[src/rtl/multicycle_control_fsm_pkg.sv]
// Shared control definitions for the multicycle RV32I core: FSM state encoding,
// opcode constants and the alu_op / result_src codes consumed by the datapath.
package ctrl_pkg;

  typedef enum logic [3:0] {
    S_IDLE     = 4'd0,
    S_FETCH    = 4'd1,
    S_DECODE   = 4'd2,
    S_MEMADR   = 4'd3,
    S_MEMREAD  = 4'd4,
    S_MEMWB    = 4'd5,
    S_MEMWRITE = 4'd6,
    S_EXECR    = 4'd7,
    S_EXECI    = 4'd8,
    S_ALUWB    = 4'd9,
    S_BRANCH   = 4'd10,
    S_JUMP     = 4'd11,
    S_JALR     = 4'd12,
    S_LUI      = 4'd13,
    S_AUIPC    = 4'd14,
    S_TRAP     = 4'd15
  } state_t;

  localparam logic [6:0] OP_LOAD   = 7'b0000011;
  localparam logic [6:0] OP_STORE  = 7'b0100011;
  localparam logic [6:0] OP_RTYPE  = 7'b0110011;
  localparam logic [6:0] OP_ITYPE  = 7'b0010011;
  localparam logic [6:0] OP_BRANCH = 7'b1100011;
  localparam logic [6:0] OP_JAL    = 7'b1101111;
  localparam logic [6:0] OP_JALR   = 7'b1100111;
  localparam logic [6:0] OP_LUI    = 7'b0110111;
  localparam logic [6:0] OP_AUIPC  = 7'b0010111;

  // Codes shared with the ALU decoder, which owns srcA/srcB/ctrl selection.
  typedef enum logic [2:0] {
    ALU_ADD     = 3'd0,
    ALU_CMP     = 3'd1,
    ALU_RFUNCT  = 3'd2,
    ALU_IFUNCT  = 3'd3,
    ALU_ADDR    = 3'd4,
    ALU_PCIMM   = 3'd5,
    ALU_PASSIMM = 3'd6
  } alu_op_t;

  typedef enum logic [1:0] {
    RES_ALU    = 2'd0,
    RES_MEM    = 2'd1,
    RES_ALUOUT = 2'd2,
    RES_LINK   = 2'd3
  } result_src_t;

  function automatic state_t decode_next(input logic [6:0] op);
    case (op)
      OP_LOAD, OP_STORE: return S_MEMADR;
      OP_RTYPE:          return S_EXECR;
      OP_ITYPE:          return S_EXECI;
      OP_BRANCH:         return S_BRANCH;
      OP_JAL:            return S_JUMP;
      OP_JALR:           return S_JALR;
      OP_LUI:            return S_LUI;
      OP_AUIPC:          return S_AUIPC;
      default:           return S_TRAP;
    endcase
  endfunction

  // States whose exit back to FETCH marks a completed instruction.
  function automatic logic is_retire_state(input state_t s);
    return (s == S_MEMWB) || (s == S_MEMWRITE) || (s == S_ALUWB) ||
           (s == S_BRANCH) || (s == S_JUMP);
  endfunction

endpackage

[src/rtl/multicycle_control_fsm_if.sv]
// Memory-port handshake between the control FSM (master) and the memory (slave).
interface multicycle_control_fsm_if;
  logic mem_req;
  logic mem_we;
  logic adr_src;
  logic mem_ready;

  modport master (output mem_req, output mem_we, output adr_src, input mem_ready);
  modport slave  (input mem_req, input mem_we, input adr_src, output mem_ready);
endinterface

[src/rtl/multicycle_control_fsm.sv]
// Main control FSM of the multicycle RV32I core: sequences fetch/decode/execute/
// memory/writeback, drives datapath enables and counts retired instructions.
module multicycle_control_fsm
  import ctrl_pkg::*;
#(
  parameter int CNT_W = 32
) (
  input  logic                         clk,
  input  logic                         resetn,
  input  logic [6:0]                   opcode,
  input  logic                         br_taken,
  multicycle_control_fsm_if.master     mem,
  output logic                         ir_write,
  output logic                         pc_write,
  output logic                         reg_write,
  output logic [1:0]                   result_src,
  output logic [2:0]                   alu_op,
  output logic                         illegal,
  output logic [CNT_W-1:0]             retired
);

  state_t      r_state;
  state_t      w_next_state;
  alu_op_t     w_alu_op;
  result_src_t w_result_src;
  logic        w_mem_req;
  logic        w_mem_we;
  logic        w_adr_src;
  logic        w_ir_write;
  logic        w_pc_write;
  logic        w_reg_write;
  logic        w_illegal;
  logic        w_retire;
  logic [CNT_W-1:0] r_retired;

  // NOTE: sequential state uses non-blocking assignments so every flop samples
  // the pre-edge values regardless of process ordering.
  always_ff @(posedge clk or negedge resetn) begin
    if (!resetn) r_state <= S_IDLE;
    else         r_state <= w_next_state;
  end

  // NOTE: every signal driven here gets a default first; a path that leaves one
  // unassigned would infer a latch.
  always_comb begin
    w_next_state = r_state;
    w_alu_op     = ALU_ADD;
    w_result_src = RES_ALU;
    w_mem_req    = 1'b0;
    w_mem_we     = 1'b0;
    w_adr_src    = 1'b0;
    w_ir_write   = 1'b0;
    w_pc_write   = 1'b0;
    w_reg_write  = 1'b0;
    w_illegal    = 1'b0;

    case (r_state)
      S_IDLE: w_next_state = S_FETCH;

      S_FETCH: begin
        w_mem_req = 1'b1;
        if (mem.mem_ready) begin
          w_ir_write   = 1'b1;
          w_pc_write   = 1'b1;
          w_next_state = S_DECODE;
        end
      end

      // Branch/jal target is precomputed here so BRANCH and JUMP find it in ALUOut.
      S_DECODE: begin
        w_alu_op     = ALU_PCIMM;
        w_next_state = decode_next(opcode);
      end

      S_MEMADR: begin
        w_alu_op     = ALU_ADDR;
        w_next_state = (opcode == OP_LOAD) ? S_MEMREAD : S_MEMWRITE;
      end

      S_MEMREAD: begin
        w_mem_req = 1'b1;
        w_adr_src = 1'b1;
        if (mem.mem_ready) w_next_state = S_MEMWB;
      end

      S_MEMWB: begin
        w_result_src = RES_MEM;
        w_reg_write  = 1'b1;
        w_next_state = S_FETCH;
      end

      S_MEMWRITE: begin
        w_mem_req = 1'b1;
        w_mem_we  = 1'b1;
        w_adr_src = 1'b1;
        if (mem.mem_ready) w_next_state = S_FETCH;
      end

      S_EXECR: begin
        w_alu_op     = ALU_RFUNCT;
        w_next_state = S_ALUWB;
      end

      S_EXECI: begin
        w_alu_op     = ALU_IFUNCT;
        w_next_state = S_ALUWB;
      end

      S_LUI: begin
        w_alu_op     = ALU_PASSIMM;
        w_next_state = S_ALUWB;
      end

      S_AUIPC: begin
        w_alu_op     = ALU_PCIMM;
        w_next_state = S_ALUWB;
      end

      S_ALUWB: begin
        w_result_src = RES_ALU;
        w_reg_write  = 1'b1;
        w_next_state = S_FETCH;
      end

      S_BRANCH: begin
        w_alu_op     = ALU_CMP;
        w_result_src = RES_ALUOUT;
        w_pc_write   = br_taken;
        w_next_state = S_FETCH;
      end

      S_JALR: begin
        w_alu_op     = ALU_ADDR;
        w_next_state = S_JUMP;
      end

      // ALUOut goes to the PC; the datapath routes the link value to the
      // register file over its own path.
      S_JUMP: begin
        w_result_src = RES_ALUOUT;
        w_pc_write   = 1'b1;
        w_reg_write  = 1'b1;
        w_next_state = S_FETCH;
      end

      S_TRAP: w_illegal = 1'b1;
    endcase
  end

  assign w_retire = (w_next_state == S_FETCH) && is_retire_state(r_state);

  always_ff @(posedge clk or negedge resetn) begin
    if (!resetn)       r_retired <= '0;
    else if (w_retire) r_retired <= r_retired + CNT_W'(1);
  end

  assign mem.mem_req = w_mem_req;
  assign mem.mem_we  = w_mem_we;
  assign mem.adr_src = w_adr_src;
  assign ir_write    = w_ir_write;
  assign pc_write    = w_pc_write;
  assign reg_write   = w_reg_write;
  assign result_src  = w_result_src;
  assign alu_op      = w_alu_op;
  assign illegal     = w_illegal;
  assign retired     = r_retired;

endmodule

[src/flat_wrapper.sv]
// flat-port wrapper written by rule: the top's interface ports become plain ports
module multicycle_control_fsm_flat import ctrl_pkg::*;
#(
  parameter int CNT_W = 32
)
  (clk, resetn, opcode, br_taken, ir_write, pc_write, reg_write, result_src, alu_op, illegal, retired, mem_mem_req, mem_mem_we, mem_adr_src, mem_mem_ready);
  multicycle_control_fsm_if mem_i ();
  input  logic clk;
  input  logic resetn;
  input  logic [6:0] opcode;
  input  logic br_taken;
  output logic ir_write;
  output logic pc_write;
  output logic reg_write;
  output logic [1:0] result_src;
  output logic [2:0] alu_op;
  output logic illegal;
  output logic [CNT_W-1:0] retired;
  output wire logic [$bits(mem_i.mem_req)-1:0] mem_mem_req;
  output wire logic [$bits(mem_i.mem_we)-1:0] mem_mem_we;
  output wire logic [$bits(mem_i.adr_src)-1:0] mem_adr_src;
  input wire logic [$bits(mem_i.mem_ready)-1:0] mem_mem_ready;
  assign mem_mem_req = mem_i.mem_req;
  assign mem_mem_we = mem_i.mem_we;
  assign mem_adr_src = mem_i.adr_src;
  assign mem_i.mem_ready = mem_mem_ready;
  multicycle_control_fsm #(.CNT_W(CNT_W)) u_core (.clk(clk), .resetn(resetn), .opcode(opcode), .br_taken(br_taken), .mem(mem_i), .ir_write(ir_write), .pc_write(pc_write), .reg_write(reg_write), .result_src(result_src), .alu_op(alu_op), .illegal(illegal), .retired(retired));
endmodule
[config.mk]
export PLATFORM = sky130hd
export DESIGN_NAME = multicycle_control_fsm_flat
export DESIGN_NICKNAME = d
export VERILOG_FILES = /design/src/rtl/multicycle_control_fsm_pkg.sv /design/src/rtl/multicycle_control_fsm_if.sv /design/src/rtl/multicycle_control_fsm.sv /design/src/flat_wrapper.sv
export SDC_FILE = /design/constraint.sdc
export NUM_CORES = 1
export LEC_CHECK = 0
export BUFFER_PORTS_ARGS = -buffer_cell sky130_fd_sc_hd__buf_2
export CAP_MARGIN = 20
export CORE_ASPECT_RATIO = 1.25
export CORE_UTILIZATION = 50
export DETAILED_ROUTE_END_ITERATION = 10
export PLACE_DENSITY = 0.84
export SYNTH_ARGS = -nofsm -noshare
export SYNTH_HDL_FRONTEND = slang
export SYNTH_SLANG_ARGS = --single-unit
[constraint.sdc]
create_clock -name clk -period 6.26 [get_ports clk]
set_clock_uncertainty 0.15 [all_clocks]
set_input_delay 0.939 -clock clk [delete_from_list [all_inputs] [get_ports clk]]
set_output_delay 0.939 -clock clk [all_outputs]
set_load 0.01 [all_outputs]
==> impl_metrics.env <==
export IMPL_setup_tns_ns=0
export IMPL_drt_met1_wl_mm=2.01
export IMPL_netlist_area_um2=2120
export IMPL_dp_hpwl_mm=3.26
export IMPL_area_delta_synth_final_pct=17.9
export IMPL_path_class="in -> out"
export IMPL_clk_insertion_delay_late_ns=0.28
export IMPL_crit_fanout=5
export IMPL_antenna_found_initial=0
export IMPL_drt_iter0_drc=88
export IMPL_nNetsFinal=286
export IMPL_synthXorXnorAreaFrac=0.137
export IMPL_synth_seq_cells=36
export IMPL_met2_length_mm=2.27
export IMPL_drtPass1Iterations=4
export IMPL_path_clk_slew_ns=0.07
export IMPL_hold_class="reg -> reg"
export IMPL_ys_flop_type="dfrtp_1"
export IMPL_ctsHoldBuffers=0
export IMPL_reg2reg_from="u_core.r_state[1]"
export IMPL_drive_gt1_frac=0.273
export IMPL_die_height_um=74.7
export IMPL_post_route_util=0.613
export IMPL_max_freq_mhz=349
export IMPL_synthAdderAreaFrac=0.00591
export IMPL_crit_end="pc_write"
export IMPL_relSlewSlack=0.475
export IMPL_start_kind="input pin"
export IMPL_stdcell_count=331
export IMPL_grt_usage=0.212
export IMPL_ir_worst_vdd_uv=175
export IMPL_yosysSeqAreaShare=0.426
export IMPL_placed_area_um2=2400
export IMPL_fin_area_um2=2490
export IMPL_die_w_um=60.2
export IMPL_slew_viol_final=0
export IMPL_fillers=365
export IMPL_cts_tree="yes"
export IMPL_clk_path_buf_depth=2
export IMPL_route_met3_wl_um=200
export IMPL_p_per_area_nw_per_um2=326
export IMPL_overflow=0
export IMPL_worst_slew_pin_slew_ns=0.787
export IMPL_grt_pass1_wl_mm=7.33
export IMPL_cts_buffers=5
export IMPL_synth_top_family_by_area="simple AND/OR/NAND/NOR gates"
export IMPL_rsz0062_at_grt="no"
export IMPL_highest_layer="met4"
export IMPL_row_count=26
export IMPL_regToRegSetupSlack_ns=3.73
export IMPL_startpoint="mem_mem_ready"
export IMPL_setup_viol=0
export IMPL_cp_data_required_time_ns=5.17
export IMPL_synth_nets=235
export IMPL_muxShareOfSynthArea=0.00532
export IMPL_cp_arrival_ns=1.77
export IMPL_cts_root_buf="clkbuf_8"
export IMPL_synth_cell_types=46
export IMPL_htreeDepth=2
export IMPL_dr_total_vias=1855
export IMPL_ant_nets=0
export IMPL_r2r_cells=5
export IMPL_place_inst=323
export IMPL_cellLeakagePower_nw=1.06
export IMPL_status="finished clean"
export IMPL_start_util=0.520
export IMPL_ys_warn_count=0
export IMPL_hold_violations=0
export IMPL_avgRoutedWirePerCell_um=13.7
export IMPL_grt_max_degree=37
export IMPL_clock_sinks=36
export IMPL_async_flop_share=1.00
export IMPL_grt_pass1_vias=1614
export IMPL_drc=0
export IMPL_synth_avg_cell_area_um2=9.49
export IMPL_postCtsSetupBuffers=0
export IMPL_layout_min_cycle_time_ns=2.86
export IMPL_diodes=0
export IMPL_viasPerCell=5.60
export IMPL_synth_compound_area_share=0.0964
export IMPL_cp_end_kind="primary output"
export IMPL_r2r_end="u_core.retired[29]"
export IMPL_place_congestion=0.827
export IMPL_core_area_um2=4070
export IMPL_cts_resized_gates=0
export IMPL_synth_simple_area_share=0.293
export IMPL_pin_count=55
export IMPL_synth_edf_count=0
export IMPL_port_buffer_count=54
export IMPL_timing_hold_ws_ns=0.320
export IMPL_dieArea_um2=4500
export IMPL_synthCells=223
export IMPL_finalCritPeriodShare=0.457
export IMPL_drt_wl_total_mm=4.53
export IMPL_drv_cap=0
## Yosys cell counts, drive strengths merged, types with 2 or more instances
| cell type | n | area [um^2] |
|---|---|---|
| a21oi | 2 | 10.0 |
| nor4 | 8 | 62.6 |
| xor2 | 21 | 184 |
| and3 | 9 | 56.3 |
| clkbuf | 5 | 18.8 |
| o21ai | 9 | 45.0 |
| nor2 | 17 | 63.8 |
| and2 | 3 | 18.8 |
| nand2 | 25 | 93.8 |
| nand2b | 4 | 25.0 |
| buf | 5 | 36.3 |
| dfrtp | 36 | 901 |
| a31oi | 2 | 12.5 |
| and4 | 4 | 35.0 |
| nand4 | 8 | 62.6 |
| a21boi | 2 | 15.0 |
| nor3 | 13 | 90.1 |
| nand3 | 12 | 60.1 |
| inv | 6 | 22.5 |
| xnor2 | 12 | 105 |
## sequential cells by signal (all words and copies together), names as in the netlist
signal and flops:
u_core.retired 32, u_core.r_state 4
## stage by stage
| stage | setup WS [ns] | power (mW) |
|---|---|---|
| after floorplan | 3.62 | 0.568 |
| after global placement | 3.37 | 0.640 |
| after detailed placement | 3.32 | 0.649 |
| after CTS | 3.40 | 0.817 |
| after global routing | 3.32 | 0.869 |
| final | 3.40 | 0.813 |
## worst max-delay path, stage by stage
cell and delay (ns):
buf_2 0.13, nor4b_1 0.31, and2_1 0.19, nand2b_1 0.09, buf_2 0.12
## layer usage
layer,up-vias,track usage
met5,-,0
met4,0,0.0543
met3,7,0.0412
met2,51,0.358
met1,895,0.276
li1,902,-
## power breakdown
part | leakage, nW | internal [mW] | switching, mW
Sequential | 0.402 | 0.264 | 0.0817
Combinational | 0.607 | 0.120 | 0.179
Clock | 0.0510 | 0.0878 | 0.0806
Total | 1.06 | 0.472 | 0.342
## cell type report
cell class	count	area [um^2]	share of cell area
tap	56	70.1	0.0281
multi-input combinational	171	1140	0.456
clock buffer	6	82.6	0.0331
clock inverter	2	10.0	0.00401
sequential	36	901	0.361
timing repair buffer	54	270	0.108
inverter	6	22.5	0.00903
## cell usage in the layout (no fill, tap or decap), drive strengths merged, types with 2 or more instances in the layout
| cell | netlist | layout |
|---|---|---|
| and4 | 4 | 4 |
| xnor2 | 12 | 12 |
| clkbuf | 5 | 6 |
| dfrtp | 36 | 36 |
| inv | 6 | 6 |
| and2 | 3 | 3 |
| and3 | 9 | 9 |
| a21oi | 2 | 2 |
| xor2 | 21 | 21 |
| nor4 | 8 | 8 |
| a31oi | 2 | 2 |
| nand2 | 25 | 25 |
| a21boi | 2 | 2 |
| nand3 | 12 | 12 |
| nor2 | 17 | 17 |
| nand2b | 4 | 4 |
| o21ai | 9 | 9 |
| clkinv | 0 | 2 |
| buf | 5 | 54 |
| nor3 | 13 | 13 |
| nand4 | 8 | 8 |
## cells by family after synthesis
kind of cell | after synthesis
adders and majority gates | 1
AOI/OAI and AO/OA | 27
DFF | 36
muxes | 1
buffers and inverters | 16
xor gates and xnor gates | 33
and+or+nand+nor | 109
## worst min-delay path by stage
| stage | start | to | slack [ns] | cells past startpoint |
|---|---|---|---|---|
| 4_1_cts | u_core.retired[31] | u_core.retired[31] | 0.33 | 1 |
| 5_1_grt | u_core.retired[31] | u_core.retired[31] | 0.36 | 1 |
| 3_3_place_gp | u_core.retired[31] | u_core.retired[31] | 0.31 | 1 |
| 3_5_place_dp | u_core.retired[31] | u_core.retired[31] | 0.31 | 1 |
| 6_report | u_core.retired[31] | u_core.retired[31] | 0.32 | 1 |
| 2_1_floorplan | u_core.retired[31] | u_core.retired[31] | 0.35 | 1 |
Note: power is estimated with default switching activity, not from simulation.
